File: src/rtl/mem_stage.sv
// mem_stage: memory-access stage of a five-stage RISC-V pipeline.
// Takes the EX/MEM bundle and runs loads/stores on a req/ready data bus.
// Registers the MEM/WB bundle and stalls upstream while a bus access is open.
// An access is aborted after MEM_TIMEOUT waiting cycles; 0 disables the timeout.
// Optional feature: define MEM_MISALIGN_TRAP_EN to trap misaligned H/HU/W
// accesses in IDLE instead of silently aligning them.
module mem_stage #(
  parameter int MEM_TIMEOUT = 255
) (
  input  logic        clk,
  input  logic        rst,
  input  logic        ex_mem_valid,
  input  logic [31:0] ex_mem_alu_result,
  input  logic [31:0] ex_mem_rs2_data,
  input  logic [2:0]  ex_mem_funct3,
  input  logic [4:0]  ex_mem_rd_addr,
  input  logic        ex_mem_reg_write_en,
  input  logic        ex_mem_mem_read_en,
  input  logic        ex_mem_mem_write_en,
  input  logic [1:0]  ex_mem_mem_to_reg,
  output logic        mem_stall,
  output logic        dmem_req,
  output logic        dmem_we,
  output logic [31:0] dmem_addr,
  output logic [31:0] dmem_wdata,
  output logic [3:0]  dmem_be,
  input  logic        dmem_ready,
  input  logic [31:0] dmem_rdata,
  output logic        mem_wb_valid,
  output logic        mem_wb_reg_write_en,
  output logic [31:0] mem_wb_alu_result,
  output logic [31:0] mem_wb_load_data,
  output logic [4:0]  mem_wb_rd_addr,
  output logic [1:0]  mem_wb_mem_to_reg,
  output logic        mem_bus_err,
  output logic        mem_misaligned
);

  typedef enum logic {
    IDLE = 1'b0,
    BUS  = 1'b1
  } state_t;

  localparam logic [2:0] F_W           = 3'b010;
  localparam logic [7:0] TIMEOUT_LIMIT = 8'(MEM_TIMEOUT);
  localparam bit         TIMEOUT_EN    = (MEM_TIMEOUT != 0);

  state_t      state;
  state_t      state_next;
  logic [7:0]  tmo_cnt;

  // Fields captured when a memory access is accepted
  logic [31:0] cap_alu;
  logic [31:0] cap_wdata;
  logic [3:0]  cap_be;
  logic        cap_we;
  logic [2:0]  cap_funct3;
  logic [4:0]  cap_rd;
  logic        cap_reg_write_en;
  logic [1:0]  cap_mem_to_reg;

  logic is_mem;
  logic misaligned;
  logic accept_mem;
  logic timeout_hit;

  // Byte offset of the accessed lane: H ignores addr[0], W ignores addr[1:0]
  function automatic logic [1:0] lane_offset(input logic [2:0] f3, input logic [1:0] a);
    case (f3[1:0])
      2'b00:   return a;
      2'b01:   return {a[1], 1'b0};
      default: return 2'b00;
    endcase
  endfunction

  function automatic logic [3:0] byte_enable(input logic [2:0] f3, input logic [1:0] a);
    logic [3:0] base;
    case (f3[1:0])
      2'b00:   base = 4'b0001;
      2'b01:   base = 4'b0011;
      default: base = 4'b1111;
    endcase
    return base << lane_offset(f3, a);
  endfunction

  // Store data is replicated into every lane so the bus only needs byte enables
  function automatic logic [31:0] store_data(input logic [2:0] f3, input logic [31:0] rs2);
    case (f3[1:0])
      2'b00:   return {4{rs2[7:0]}};
      2'b01:   return {2{rs2[15:0]}};
      default: return rs2;
    endcase
  endfunction

  function automatic logic [31:0] load_data(input logic [2:0] f3, input logic [1:0] a,
                                            input logic [31:0] rdata);
    logic [31:0] s;
    s = rdata >> {lane_offset(f3, a), 3'b000};
    case (f3)
      3'b000:  return {{24{s[7]}}, s[7:0]};
      3'b100:  return {24'h0, s[7:0]};
      3'b001:  return {{16{s[15]}}, s[15:0]};
      3'b101:  return {16'h0, s[15:0]};
      default: return s;
    endcase
  endfunction

  assign is_mem = ex_mem_mem_read_en | ex_mem_mem_write_en;

`ifdef MEM_MISALIGN_TRAP_EN
  assign misaligned = ex_mem_valid && is_mem &&
                      (((ex_mem_funct3[1:0] == 2'b01) && ex_mem_alu_result[0]) ||
                       ((ex_mem_funct3 == F_W) && (ex_mem_alu_result[1:0] != 2'b00)));
`else
  assign misaligned = 1'b0;
`endif

  assign accept_mem  = (state == IDLE) && ex_mem_valid && is_mem && !misaligned;
  // dmem_ready has priority over the timeout in the same cycle
  assign timeout_hit = (state == BUS) && !dmem_ready && TIMEOUT_EN &&
                       ((tmo_cnt + 8'd1) == TIMEOUT_LIMIT);

  // State register
  always_ff @(posedge clk) begin
    // NOTE: non-blocking (<=) so every register samples pre-edge values
    if (rst) state <= IDLE;
    else     state <= state_next;
  end

  // Next-state logic
  always_comb begin
    // NOTE: default assigned first so no path leaves state_next unassigned (no latch)
    state_next = state;
    case (state)
      IDLE:    if (accept_mem) state_next = BUS;
      BUS:     if (dmem_ready || timeout_hit) state_next = IDLE;
      default: state_next = IDLE;
    endcase
  end

  // Moore outputs of the BUS state
  always_comb begin
    dmem_req  = 1'b0;
    mem_stall = 1'b0;
    if (state == BUS) begin
      dmem_req  = 1'b1;
      mem_stall = 1'b1;
    end
  end

  assign dmem_we    = cap_we;
  assign dmem_addr  = {cap_alu[31:2], 2'b00};
  assign dmem_be    = cap_be;
  assign dmem_wdata = cap_wdata;

  // Capture the access on acceptance and count unanswered BUS cycles
  always_ff @(posedge clk) begin
    // NOTE: captured fields are reset too, so every dmem_* output reads 0 after reset
    if (rst) begin
      cap_alu          <= '0;
      cap_wdata        <= '0;
      cap_be           <= '0;
      cap_we           <= 1'b0;
      cap_funct3       <= '0;
      cap_rd           <= '0;
      cap_reg_write_en <= 1'b0;
      cap_mem_to_reg   <= '0;
      tmo_cnt          <= '0;
    end else if (accept_mem) begin
      cap_alu          <= ex_mem_alu_result;
      cap_wdata        <= store_data(ex_mem_funct3, ex_mem_rs2_data);
      cap_be           <= byte_enable(ex_mem_funct3, ex_mem_alu_result[1:0]);
      cap_we           <= ~ex_mem_mem_read_en;  // read wins when both are set
      cap_funct3       <= ex_mem_funct3;
      cap_rd           <= ex_mem_rd_addr;
      cap_reg_write_en <= ex_mem_reg_write_en;
      cap_mem_to_reg   <= ex_mem_mem_to_reg;
      tmo_cnt          <= '0;
    end else if ((state == BUS) && !dmem_ready) begin
      tmo_cnt          <= tmo_cnt + 8'd1;
    end
  end

  // MEM/WB register: a bubble every cycle unless an instruction retires
  always_ff @(posedge clk) begin
    if (rst) begin
      mem_wb_valid        <= 1'b0;
      mem_wb_reg_write_en <= 1'b0;
      mem_wb_alu_result   <= '0;
      mem_wb_load_data    <= '0;
      mem_wb_rd_addr      <= '0;
      mem_wb_mem_to_reg   <= '0;
      mem_bus_err         <= 1'b0;
    end else begin
      mem_wb_valid        <= 1'b0;
      mem_wb_reg_write_en <= 1'b0;
      mem_wb_alu_result   <= '0;
      mem_wb_load_data    <= '0;
      mem_wb_rd_addr      <= '0;
      mem_wb_mem_to_reg   <= '0;
      mem_bus_err         <= 1'b0;
      if (state == IDLE) begin
        if (ex_mem_valid && !is_mem) begin
          mem_wb_valid        <= 1'b1;
          mem_wb_reg_write_en <= ex_mem_reg_write_en;
          mem_wb_alu_result   <= ex_mem_alu_result;
          mem_wb_rd_addr      <= ex_mem_rd_addr;
          mem_wb_mem_to_reg   <= ex_mem_mem_to_reg;
        end
      end else if (dmem_ready) begin
        mem_wb_valid        <= 1'b1;
        mem_wb_reg_write_en <= cap_reg_write_en;
        mem_wb_alu_result   <= cap_alu;
        mem_wb_rd_addr      <= cap_rd;
        mem_wb_mem_to_reg   <= cap_mem_to_reg;
        mem_wb_load_data    <= cap_we ? 32'h0 : load_data(cap_funct3, cap_alu[1:0], dmem_rdata);
      end else if (timeout_hit) begin
        mem_bus_err         <= 1'b1;
      end
    end
  end

`ifdef MEM_MISALIGN_TRAP_EN
  // One-cycle pulse when a misaligned access is refused in IDLE
  always_ff @(posedge clk) begin
    if (rst) mem_misaligned <= 1'b0;
    else     mem_misaligned <= (state == IDLE) && misaligned;
  end
`else
  assign mem_misaligned = 1'b0;
`endif

endmodule

File: config.mk
export PLATFORM = sky130hd
export DESIGN_NAME = mem_stage
export DESIGN_NICKNAME = d
export VERILOG_FILES = /design/src/rtl/mem_stage.sv
export SDC_FILE = /design/constraint.sdc
export NUM_CORES = 1
export LEC_CHECK = 0
export ABC_AREA = 1
export CAP_MARGIN = 20
export CELL_PAD_IN_SITES_DETAIL_PLACEMENT = 1
export CELL_PAD_IN_SITES_GLOBAL_PLACEMENT = 2
export CORE_MARGIN = 2
export CORE_UTILIZATION = 35
export DETAILED_ROUTE_END_ITERATION = 10
export DONT_BUFFER_PORTS = 1
export PLACE_DENSITY = 0.78
export SLEW_MARGIN = 25
export SYNTH_ARGS = -nofsm -noshare
export SYNTH_HDL_FRONTEND = slang
export SYNTH_SLANG_ARGS = --single-unit
export TNS_END_PERCENT = 50
File: constraint.sdc
create_clock -name clk -period 1.55 [get_ports clk]
set_clock_uncertainty 0.05 [all_clocks]
set_input_delay 0.0775 -clock clk [delete_from_list [all_inputs] [get_ports clk]]
set_output_delay 0.0775 -clock clk [all_outputs]
set_load 0.03 [all_outputs]
# [Word-level counts from Yosys, hierarchy flattened]
# Cells that the tools add are included.
[word_totals] in_bits=113 output_inout_bits=146 reg_bits=163
[op_classes] eq_ne=6 n_mux=32 n_shift=2 addsub=1 n_reduce_logical=14 n_bitwise=4
[ops] cell="$pmux 32 s4" n=1
[ops] cell="$mux 32" n=3
[ops] cell="$pmux 32 s2" n=1
[ops] cell="$shr 32x5->32" n=1
[ops] cell="$mux 2" n=8
[ops] cell="$mux 5" n=3
[ops] cell="$mux 1" n=10
[ops] cell="$add 8x1->8 const B" n=1
[ops] cell="$eq 8x8->1 const B" n=1
[ops] cell="$mux 4" n=2
[ops] cell="$pmux 2 s2" n=2
[ops] cell="$pmux 4 s2" n=1
[ops] cell="$eq 3x3->1 const B" n=2
[ops] cell="$logic_and 1x1->1" n=5
[ops] cell="$eq 2x1->1 const B" n=2
[ops] cell="$logic_not 2->1" n=2
[ops] cell="$reduce_or 4->1" n=1
[ops] cell="$shl 4x2->4" n=1
[ops] cell="$eq 3x1->1 const B" n=1
[ops] cell="$logic_not 3->1" n=1
[ops] cell="$not 1->1" n=3
[ops] cell="$reduce_or 3->1" n=1
[ops] cell="$logic_not 1->1" n=2
[ops] cell="$pmux 1 s2" n=1
[ops] cell="3 further kinds" n=3

# [Depth between registers and ports, before layout]
# Gate-level depths: netlist of the first run.
[logic_depth] word_depth=7 ltp_mapped=11 ltp_nobuf=10

# [Worst setup path before layout of the first run]
# OpenSTA, ideal clock, no wires.
[synth_timing] path_type="register to register" startpoint="register state" endpoint="register cap_wdata[21] (netlist: dmem_wdata[21])" t_arrival_ns=1.347 path_slack_ns=0.086 setup_time_ns=0.067 path_stages_with_launch=9 cell_sequence="dfxtp_1 -> inv_2 -> nand2_2 -> nor2_4 -> inv_4 -> nor2_8 -> inv_6 -> buf_6 -> o21ai_2"
[synth_between] elab_chain_cells=3
[synth_lines] element="from (decl)" line_no="48" text="state_t state;"
[synth_lines] element="from (signal assigned)" line_no="127" text="else state <= state_next;"
[synth_lines] element="$not 1->1 (no line)"
[synth_lines] element="$logic_and 1x1->1 (2 in a row)" line_no="118" text="assign accept_mem = (state == IDLE) && ex_mem_valid && is_mem && !misaligned;"
[synth_lines] element="to (signal assigned)" line_no="171" text="cap_wdata <= store_data(ex_mem_funct3, ex_mem_rs2_data);"
[synth_lines] element="to (decl)" line_no="54" text="logic [31:0] cap_wdata;"
# No other way between the ends.
# A chain may end at the register's enable or synchronous reset.

# [Final worst setup path of the first run]
[layout_timing] startpoint="register cap_funct3[1]" endpoint="register mem_wb_load_data[24]"
[layout_between] elab_chain_cells=7 elab_cells_between_ends=12 cone_classes="eq/ne (4); shift (1); mux (5); reduce/logical (2)"
[layout_lines] element="from (decl)" line_no="57" text="logic [2:0] cap_funct3;"
[layout_lines] element="from (signal assigned)" line_no="174" text="cap_funct3 <= ex_mem_funct3;"
[layout_lines] element="$eq 2x1->1 or $logic_not 2->1 (tied branches)" line_no="69" text="case (f3[1:0])"
[layout_lines] element="$pmux 2 s2" line_no="69"
[layout_lines] element="$mux 2" line_no="210" text="end else if (dmem_ready) begin"
[layout_lines] element="$mux 2" line_no="202" text="if (state == IDLE) begin"
[layout_lines] element="$mux 2" line_no="186" text="if (rst) begin"
[layout_lines] element="$shr 32x5->32" line_no="98" text="s = rdata >> {lane_offset(f3, a), 3'b000};"
[layout_lines] element="$pmux 32 s4 (*)" line_no="99" text="case (f3)"
[layout_lines] element="to (signal assigned)" line_no="216" text="mem_wb_load_data <= cap_we ? 32'h0 : load_data(cap_funct3, cap_alu[1:0], dmem_rdata);"
[layout_lines] element="to (decl)" line_no="32" text="output logic [31:0] mem_wb_load_data,"
# Mark *: on every way between the ends. The rest lies on a longest branch, timed or not. The select of a mux whose other input is x is not followed.

==> metrics, run 1 <==
critical path class register to register; reg2reg path depth 8; First DRT Iteration DRCs 140; CP Capture Point mem_wb_load_data[24]; worst reg2reg path startpoint cap_funct3[1]; NumNets Final 1,017; first drt pass iteration count 4; Final period util 0.955; CTS tree yes; Clock power frac 0.432; die height 144 um; first-pass GRT wire length approximately 33,000 um; Comb pwr share 0.121; Congestion Overflow GR 0; hpwl dp 14,200 um; Synth Area per Inst ~8.5 um^2; cell accounting for the most synthesized area dfxtp_1; worst path required time roughly 1.9 ns; synth-to-layout area growth 28.3%; Crit. Startpoint cap_funct3[1]; relative slew slack 0.652; area share of the largest cell type after synthesis 0.474; WL/cell ~18 um; vias 5,851; Inst Count DP 1,027; Antenna Nets Post-Route 0; Core ar. between 0.015 and 0.02 mm^2; Setup TNS Final 0 ns; sw frac 0.291; CP peak stage delay 0.34 ns; Clock Latency Late Sink roughly 0.43 ns; actual slew at the worst max-slew pin 0.521 ns; PortBufs 0; Critical Path End Type register; RR Endpoint mem_wb_load_data[24]; Hold Fails Final Rpt 6; H-Tree Depth 4; DR vias/cell about 5.0; status finished, violations left; crit path DAT about 1.8 ns; Crit path max-delay family simple AND/OR/NAND/NOR gates; Die Wd about 140 um; die footprint 0.0208 mm^2; Reg2Reg Setup Slack 0.07 ns; IO Pins about 260; diode count 0; Final Instance Count excl. Fillers ~1,200; hold slack -0.0250 ns; total power 10.9 mW; worst hold path class input pin to register; sequential fraction of the synthesis area 0.474; Worst Setup Start Kind register; synthesized area about 0.007 mm^2; top cells by area, synth dfxtp_1 47%, nand2_1 8.0%, o22ai_2 7.5%, inv_1 6.8%, buf_4 4.7%; achievable frequency a little under 700 MHz; Initial Utilization 0.355; Int Pwr 7.70 mW; switching pwr around 3.2 mW; initial antenna violation count 0; clock sinks 163; largest net degree at the start of global routing 55; Final Setup Violations 0; minimum clock period roughly 1.5 ns; CP Depth 8; Flop pwr share 0.447; Buf/Inv on CP 3; violated checks negative hold slack; total track usage 0.203; Post-route DRC 0; RSZ-0062 raised after global routing yes; post-synth cell types 36; Ys Warns 0; #FFs+latches synth 163; total wire length ~22,000 um; share of cells above drive strength 1 0.157; most frequent cells in the layout 161 x dfxtp_1, 147 x nand2_1, 123 x inv_1; Mapped Cells 811; Worst-path clk slew 0.07 ns; Cell Pwr Density 1230 mW/mm^2; CTS Buf Count 17; leakage power between 3 and 4 nW; Clock Path Buffers 2; max-cap viol count 0; number of global-route vias before repair approximately 6,500; # rows between 50 and 60; CP max-delay cell dfxtp_1; Placer Congestion roughly 0.77; postcts setup bufs 0; commonest non-fill, non-tap cell in the layout dfxtp_1; Max VDD drop ~0.0007 V; max-slew violations 0; CTS root buf clkbuf_16; crit-path cells buf_4 -> nor2_4 -> inv_2 -> nand3_2 -> nand3_4 -> nand3_1 -> nand2_1 -> inv_1; Worst Path Max Fanout 16
==> power groups by stage <==
stage / combinational (mW) / clock [mW] / sequential, mW
finish: 1.31 / 4.69 / 4.85
CTS: 1.24 / 4.78 / 4.85
global route: 1.45 / 4.96 / 4.87
global placement: 0.908 / 0 / 4.94
floorplan: 0.955 / 0 / 4.80
detailed placement: 0.955 / 0 / 4.95
==> cells in the mapped netlist <==
library cell  instances
dfxtp_1             163
conb_1                1
nand4_1               3
o22ai_2              41
nand3_2               2
nand2_1             147
o21ai_2               8
buf_6                13
a22o_1                5
o21bai_1              2
a21boi_0              3
nor2_8                1
o21ai_0              39
a31oi_1              14
clkbuf_1             10
inv_1               124
nor2_1               29
or2_2                 1
nor2_2                2
inv_2                 8
nand2_2               4
inv_4                 1
o21ai_1               6
nand3_4               4
nor3_1                1
nor3_2                1
o211ai_1              4
a21oi_1              30
inv_6                 1
nor2_4                4
buf_2                10
buf_4                43
nand3_1              43
o22ai_1              40
ha_1                  2
o211a_1               1
==> worst register-to-register path, delay by kind of cell, from the launching register on <==
family	cells	cell delay, ns
buf+inv	3	0.31
flops	1	0.34
simple gates	5	0.72
==> worst min path at each step <==
stage                                end  slack, ns               start  cells past startpoint
final                     dmem_wdata[28]      -0.02    ex_mem_funct3[1]                      5
after CTS                 dmem_wdata[25]       0.02    ex_mem_funct3[1]                      5
after global routing      dmem_wdata[31]      0.001    ex_mem_funct3[1]                      5
after floorplan                  dmem_we       0.12  ex_mem_mem_read_en                      1
after global placement           dmem_we       0.12  ex_mem_mem_read_en                      1
after detailed placement         dmem_we       0.12  ex_mem_mem_read_en                      1
==> cell type report <==
type | instances | area [um^2]
fillers | 2286 | 10600
well taps | 265 | 332
inverters | 134 | 513
clock inverters | 15 | 221
clock buffers | 17 | 425
repair buffers | 143 | 1440
flip-flops and latches | 163 | 3270
multi-input cells | 443 | 2640
==> per-stage QoR <==
step	cell area, um^2	util	setup WS [ns]
floorplan	6890	-	0.0858
detailed placement	6910	0.356	0.0113
global route	8830	0.455	-0.0401
global placement	6910	0.356	0.0848
finish	8830	0.455	0.0703
CTS	8730	0.450	0.00220
==> logic make-up after synthesis <==
family                     share of synthesized area
and+or+nand+nor                                0.161
buffers and inverters                          0.155
AOI/OAI and AO/OA                              0.206
DFF                                            0.474
adders and majority gates                    0.00363
other                                       0.000545
==> what timing repair did <==
action,in CTS,in global routing
endpoints found under the setup margin,0,76
hold buffers,118,0
endpoints found under the hold margin,160,0
resized for setup,0,18
==> metal layers <==
layer	wire, um	vias up	share of wire	GRT usage
li1	-	2794	-	-
met1	8320	2855	0.38	0.205
met2	11800	171	0.54	0.398
met3	1230	31	0.057	0.0510
met4	465	0	0.021	0.0736
met5	0	-	0	0
Power figures use the tool's default switching activity.
==> inputs of run 2 (changes only) <==
==> constraint.sdc (replaced) <==
create_clock -name clk -period 1.55 [get_ports clk]
set_clock_uncertainty 0.05 [all_clocks]
set_input_delay 0.0775 -clock clk [delete_from_list [all_inputs] [get_ports clk]]
set_output_delay 0.0775 -clock clk [all_outputs]
set_load 0.01 [all_outputs]
==> run 2 against run 1 <==
The flow still finishes with violations (negative hold slack). Global-route usage hardly changed. Worst hold slack got worse by 0.21 ns. Total power shrank 4.7%. Count of clock-buffer cells in the layout grew 2. Core utilization fell by 0.31 points.
==> metrics, run 2 (same netlist as run 1, synthesis figures left out) <==
Hold Fails Final Rpt 25 (+19); commonest non-fill, non-tap cell in the layout dfxtp_1; synth-to-layout area growth 27.4%; Reg2Reg Setup Slack 0.07 ns (about the same); total power 10.3 mW (-4.7%); IO Pins 259 (unchanged); status finished, violations left; Worst-path clk slew 0.07 ns (about the same); Critical Path End Type register; CTS Hold Bufs 114 (-3.4%); total wire length 21,700 um (-0.19%); Clock Path Buffers 2 (unchanged); Clock Latency Late Sink 0.43 ns (about the same); Post-Route M1 WL 8250 um (-0.85%); die footprint 0.0208 mm^2 (unchanged); CTS tree yes; PortBufs 0 (unchanged); Hold Path Stages 3 (-2); DR vias/cell 5.00 (+0.75%); WL/cell 18.5 um (+0.32%); relative slew slack 0.616 (-0.0369); metal3 WL 1300 um (+5.2%); die height 144 um (unchanged); most frequent cells in the layout 159 x dfxtp_1, 146 x nand2_1, 124 x inv_1; worst hold path class input pin to register; initial antenna violation count 1 (+1); First DRT Iteration DRCs 226 (+61%); largest net degree at the start of global routing 55 (unchanged); Hold EP mem_bus_err; H-Tree Depth 4 (unchanged); leakage power 3.72 nW (-0.98%); Cell Pwr Density 1180 mW/mm^2 (-4.0%); postcts setup bufs 0 (unchanged); clock sinks 163 (unchanged); minimum clock period 1.48 ns (-0.00462 ns); post-layout util 0.452 (-0.00310); worst reg2reg path startpoint cap_funct3[0]; actual slew at the worst max-slew pin 0.575 ns (+0.0534 ns); met2 routed WL 11,600 um (-1.8%); Final period util 0.952 (-0.00298); Max VDD drop 0.000609 V (-15%); Post-route DRC 0 (unchanged); Max Used Layer met4; CTS Buf Count 17 (unchanged); Antenna Nets Post-Route 0 (unchanged); reg2reg path depth 8 (unchanged); violated checks negative hold slack; crit path DAT 1.75 ns (-0.05 ns); Die Wd 144 um (unchanged); Placer Congestion 0.792 (+2.9%); Crit. Startpoint cap_funct3[0]; first-pass GRT wire length 32,700 um (+0.30%); CTS root buf clkbuf_16; Final Setup Violations 0 (unchanged); worst path required time 1.82 ns (-0.05 ns); total track usage 0.202 (-0.000437); max-cap viol count 0 (unchanged); first drt pass iteration count 4 (unchanged); number of global-route vias before repair 6,401 (-0.90%); vias 5,865 (+0.24%); hold slack -0.231 ns (-0.206 ns); achievable frequency 678 MHz (+0.31%); Worst Setup Start Kind register; Setup TNS Final 0 ns (unchanged); # rows 51 (unchanged); hold path start rst; share of cells above drive strength 1 0.156 (-0.000989); Core ar. 0.0194 mm^2 (unchanged); Congestion Overflow GR 0 (unchanged); hpwl dp 14,200 um (+0.11%); max-slew violations 0 (unchanged); critical path class register to register; Initial Utilization 0.355 (unchanged); RR Endpoint mem_wb_load_data[27]; NumNets Final 1,010 (-0.69%); Worst Path Max Fanout 9 (-7)
[run 2: cell count changes in the layout (fill, tap and decap cells not counted), sizes merged]
cell         previous run  this run
clkbuf                 17        19
bufinv                  4         3
clkinv                  4         5
diode                   0         1
buf                    25        23
inv                   140       138
dlygate4sd3           118       114
nand3                  52        51
[run 2: worst max-delay path: stages (launching register included)]
cell and delay (ns):
dfxtp_1 0.33, nor2_4 0.17, nand2_4 0.12, nand2_2 0.12, nand3_4 0.15, nand3_4 0.18, nand3_1 0.10, nand2_1 0.10
inv_1 0.05
[run 2: metrics by stage]
| step | instance area [um^2] | setup slack, ns | hold WS, ns | instances |
|---|---|---|---|---|
| after floorplan | 6890 | 0.187 | 0.116 | 813 |
| after global placement | 6920 | 0.0880 | 0.120 | 1025 |
| after detailed placement | 6920 | -0.0278 | 0.120 | 1025 |
| after CTS | 8680 | 0.0143 | -0.248 | 1171 |
| after global routing | 8770 | -0.0257 | -0.212 | 1174 |
| final | 8770 | 0.0749 | -0.231 | 1174 |
[run 2: layout make-up]
| class | instances | area [um^2] |
|---|---|---|
| Timing Repair Buffer | 137 | 1400 |
| Clock buffer | 19 | 443 |
| Tap cell | 265 | 332 |
| Multi-Input combinational cell | 442 | 2640 |
| Antenna cell | 1 | 2.50 |
| Fill cell | 2262 | 10600 |
| Clock inverter | 13 | 174 |
| Sequential cell | 163 | 3270 |
| Inverter | 134 | 513 |
[run 2: layer usage]
layer | track usage | vias up
li1 | - | 2786
met1 | 0.211 | 2848
met2 | 0.379 | 182
met3 | 0.0543 | 49
met4 | 0.0910 | 0
met5 | 0 | -
[run 2: worst max path at each step]
| stage | end | slack [ns] | depth (start not counted) |
|---|---|---|---|
| 6_report | mem_wb_load_data[27] | 0.07 | 8 |
| 5_1_grt | mem_wb_load_data[15] | -0.03 | 6 |
| 4_1_cts | dmem_wdata[15] | 0.01 | 7 |
| 3_5_place_dp | mem_wb_load_data[21] | -0.03 | 8 |
| 3_3_place_gp | mem_wb_load_data[22] | 0.09 | 8 |
| 2_1_floorplan | dmem_wdata[21] | 0.19 | 8 |
[run 2: what timing repair did]
item	4_1_cts	5_1_grt
cloned	0	2
setup endpoints to repair	7	73
pin swaps	1	2
endpoints found under the hold margin	160	21
resized for setup	1	19
[run 2: where the power goes]
part           internal [mW]  switching, mW
sequential              4.39          0.224
clock                   2.61           1.84
combinational          0.545          0.730
total                   7.55           2.80
==> inputs of run 3 (changes only) <==
--- a/config.mk
+++ b/config.mk
@@ -9,6 +9,7 @@
 export CAP_MARGIN = 20
 export CELL_PAD_IN_SITES_DETAIL_PLACEMENT = 1
 export CELL_PAD_IN_SITES_GLOBAL_PLACEMENT = 2
+export CORE_ASPECT_RATIO = 0.75
 export CORE_MARGIN = 2
 export CORE_UTILIZATION = 35
 export DETAILED_ROUTE_END_ITERATION = 10
==> run 3 against run 2 <==
The run now ends clean. Combinational power up 3%. Core utilization grew 0.43 points. First-iteration DRC count increased by 22%. Flip-flop and latch count unchanged. Maximum frequency decreased by 0.53%. Count of clock-buffer cells in the layout did not move. Wire length grew 0.91%. Sequential share of layout area decreased by 0.18 points. Cell count down 0.34%. Largest power group unchanged.
==> metrics, run 3 (same netlist as run 1, synthesis figures left out) <==
status complete, no violations; Die Wd 166 um (+15%); Critical Path End Type register; Crit path max-delay family simple AND/OR/NAND/NOR gates; Max VDD drop 0.000559 V (-8.2%); H-Tree Depth 4 (unchanged); IO Pins 259 (unchanged); initial antenna violation count 0 (-1); PortBufs 0 (unchanged); Placer Congestion 0.795 (+0.38%); Comb pwr share 0.128 (+0.005); NumNets Final 1,019 (+0.89%); switching pwr 2.85 mW (+2.0%); leakage power 3.75 nW (+0.59%); worst hold path class input pin to register; die footprint 0.0208 mm^2 (about the same); worst slack, placed -0.0520 ns (-0.0242 ns); crit path DAT 1.79 ns (+0.04 ns); # rows 44 (-14%); most frequent cells in the layout 159 x dfxtp_1, 145 x nand2_1, 123 x inv_1; Antenna Nets Post-Route 0 (unchanged); Cell Pwr Density 1170 mW/mm^2 (-1.0%); CTS root buf clkbuf_16; max-cap viol count 0 (unchanged); synth-to-layout area growth 28.1%; die height 125 um (-13%); CP Capture Point mem_wb_load_data[24]; Worst-path clk slew 0.07 ns (about the same); Flop pwr share 0.448 (+0.002); Crit. Startpoint cap_funct3[1]; clock sinks 163 (unchanged); vias 5,906 (+0.70%); cell area after layout 0.00882 mm^2 (+0.56%); Int Pwr 7.44 mW (-1.4%); area post-placement 0.00689 mm^2 (-0.40%); CP max-delay cell dfxtp_2; critical path class register to register; WL/cell 18.7 um (+1.3%); first-pass GRT wire length 33,900 um (+3.5%); CP Depth 9 (+1); total track usage 0.205 (+0.00227); actual slew at the worst max-slew pin 0.557 ns (-0.0175 ns); diode count 0 (-1); Hold Fails Final Rpt 0 (-100%); Post-route DRC 0 (unchanged); Congestion Overflow GR 0 (unchanged); total wire length 21,900 um (+0.91%); commonest non-fill, non-tap cell in the layout dfxtp_1; sw frac 0.277 (+0.00683); CP peak stage delay 0.35 ns (+0.02 ns); hpwl dp 14,400 um (+1.0%); Reg2Reg Setup Slack 0.07 ns (about the same); final worst slack 0.0671 ns (-0.00786 ns); CTS tree yes; largest net degree at the start of global routing 55 (unchanged); minimum clock period 1.48 ns (+0.00786 ns); CTS Buf Count 17 (unchanged); RSZ-0062 raised after global routing yes; Clock power frac 0.424 (-0.007); Worst Path Max Fanout 6 (-3); DR vias/cell 5.05 (+1.0%); Clock Path Buffers 2 (unchanged); reg2reg path depth 9 (+1); worst reg2reg path startpoint cap_funct3[1]; first drt pass iteration count 4 (unchanged); First DRT Iteration DRCs 275 (+22%); share of cells above drive strength 1 0.160 (+0.00392); Worst Setup Start Kind register; achievable frequency 674 MHz (-0.53%); post-layout util 0.457 (+0.00428); Final Setup Violations 0 (unchanged); RR Endpoint mem_wb_load_data[24]; worst path required time 1.86 ns (+0.04 ns); Clock Latency Late Sink 0.42 ns (about the same); relative slew slack 0.627 (+0.0117); Core ar. 0.0193 mm^2 (-0.39%); max-slew violations 0 (unchanged); number of global-route vias before repair 6,245 (-2.4%); crit-path cells nor2_4 -> buf_4 -> inv_2 -> nor2_4 -> buf_4 -> nand3_4 -> nand3_2 -> nand2_1 -> inv_1; Initial Utilization 0.356 (+0.00138); Buf/Inv on CP 4 (+3); Final period util 0.957 (+0.00507)
==> run 3: changes by cell type in the layout (fill, tap and decap cells not counted), moves of 2 or more <==
cell | before | now
dlygate4sd3_1 | 114 | 120
inv_6 | 2 | 5
clkinv_4 | 3 | 1
clkinv_2 | 2 | 0
buf_4 | 15 | 19
==> run 3: timing repair <==
action,CTS,global route
hold buffers,119,1
endpoints found under the setup margin,24,32
buffers inserted,0,3
pin swaps,1,4
gates cloned,1,1
hold endpoints to repair,154,3
resized for setup,5,15
==> run 3: final cells by class <==
class	count	area, um^2
fillers	2224	10500
flip-flops and latches	163	3270
multi-input cells	442	2640
repair buffers	146	1480
inverters	134	515
clock buffers	19	443
well taps	253	317
clock inverters	13	161
==> run 3: stage by stage <==
stage                     power (mW)  std cells  hold WS (ns)  setup TNS (ns)
after floorplan                 5.49        813         0.116               0
after detailed placement        5.65       1013         0.122          -0.398
after global routing            10.7       1170        0.0422         -0.0832
final                           10.3       1170        0.0237               0
after CTS                       10.3       1165       0.00303               0
after global placement          5.60       1013         0.116               0
==> run 3: worst min path at each step <==
| stage | start | cells after the start | end | slack, ns |
|---|---|---|---|---|
| final | dmem_rdata[23] | 4 | mem_wb_load_data[15] | 0.02 |
| after global routing | dmem_rdata[24] | 4 | mem_wb_load_data[0] | 0.04 |
| after CTS | dmem_rdata[24] | 4 | mem_wb_load_data[0] | 0.003 |
| after detailed placement | ex_mem_mem_read_en | 1 | dmem_we | 0.12 |
| after global placement | ex_mem_mem_read_en | 1 | dmem_we | 0.12 |
| after floorplan | ex_mem_mem_read_en | 1 | dmem_we | 0.12 |
==> run 3: per-layer routing <==
metal  vias to the layer above  part of all wire  GRT usage
met5                         -                 0          0
met4                         0             0.015     0.0588
met3                        27             0.085     0.0779
met2                       227              0.49      0.354
met1                      2853              0.41      0.237
li1                       2799                 -          -
==> run 3: tightest hold or removal path: stages <==
cell and delay (ns):
nand3_1 0.08, nand3_2 0.12, nand3_1 0.10, a21oi_1 0.07
==> run 3: power by group through the flow <==
stage | registers (mW) | clock network [mW] | logic, mW
floorplan | 4.62 | 0 | 0.866
CTS | 4.62 | 4.48 | 1.24
detailed placement | 4.71 | 0 | 0.944
global route | 4.64 | 4.66 | 1.44
finish | 4.62 | 4.37 | 1.32
global placement | 4.70 | 0 | 0.896
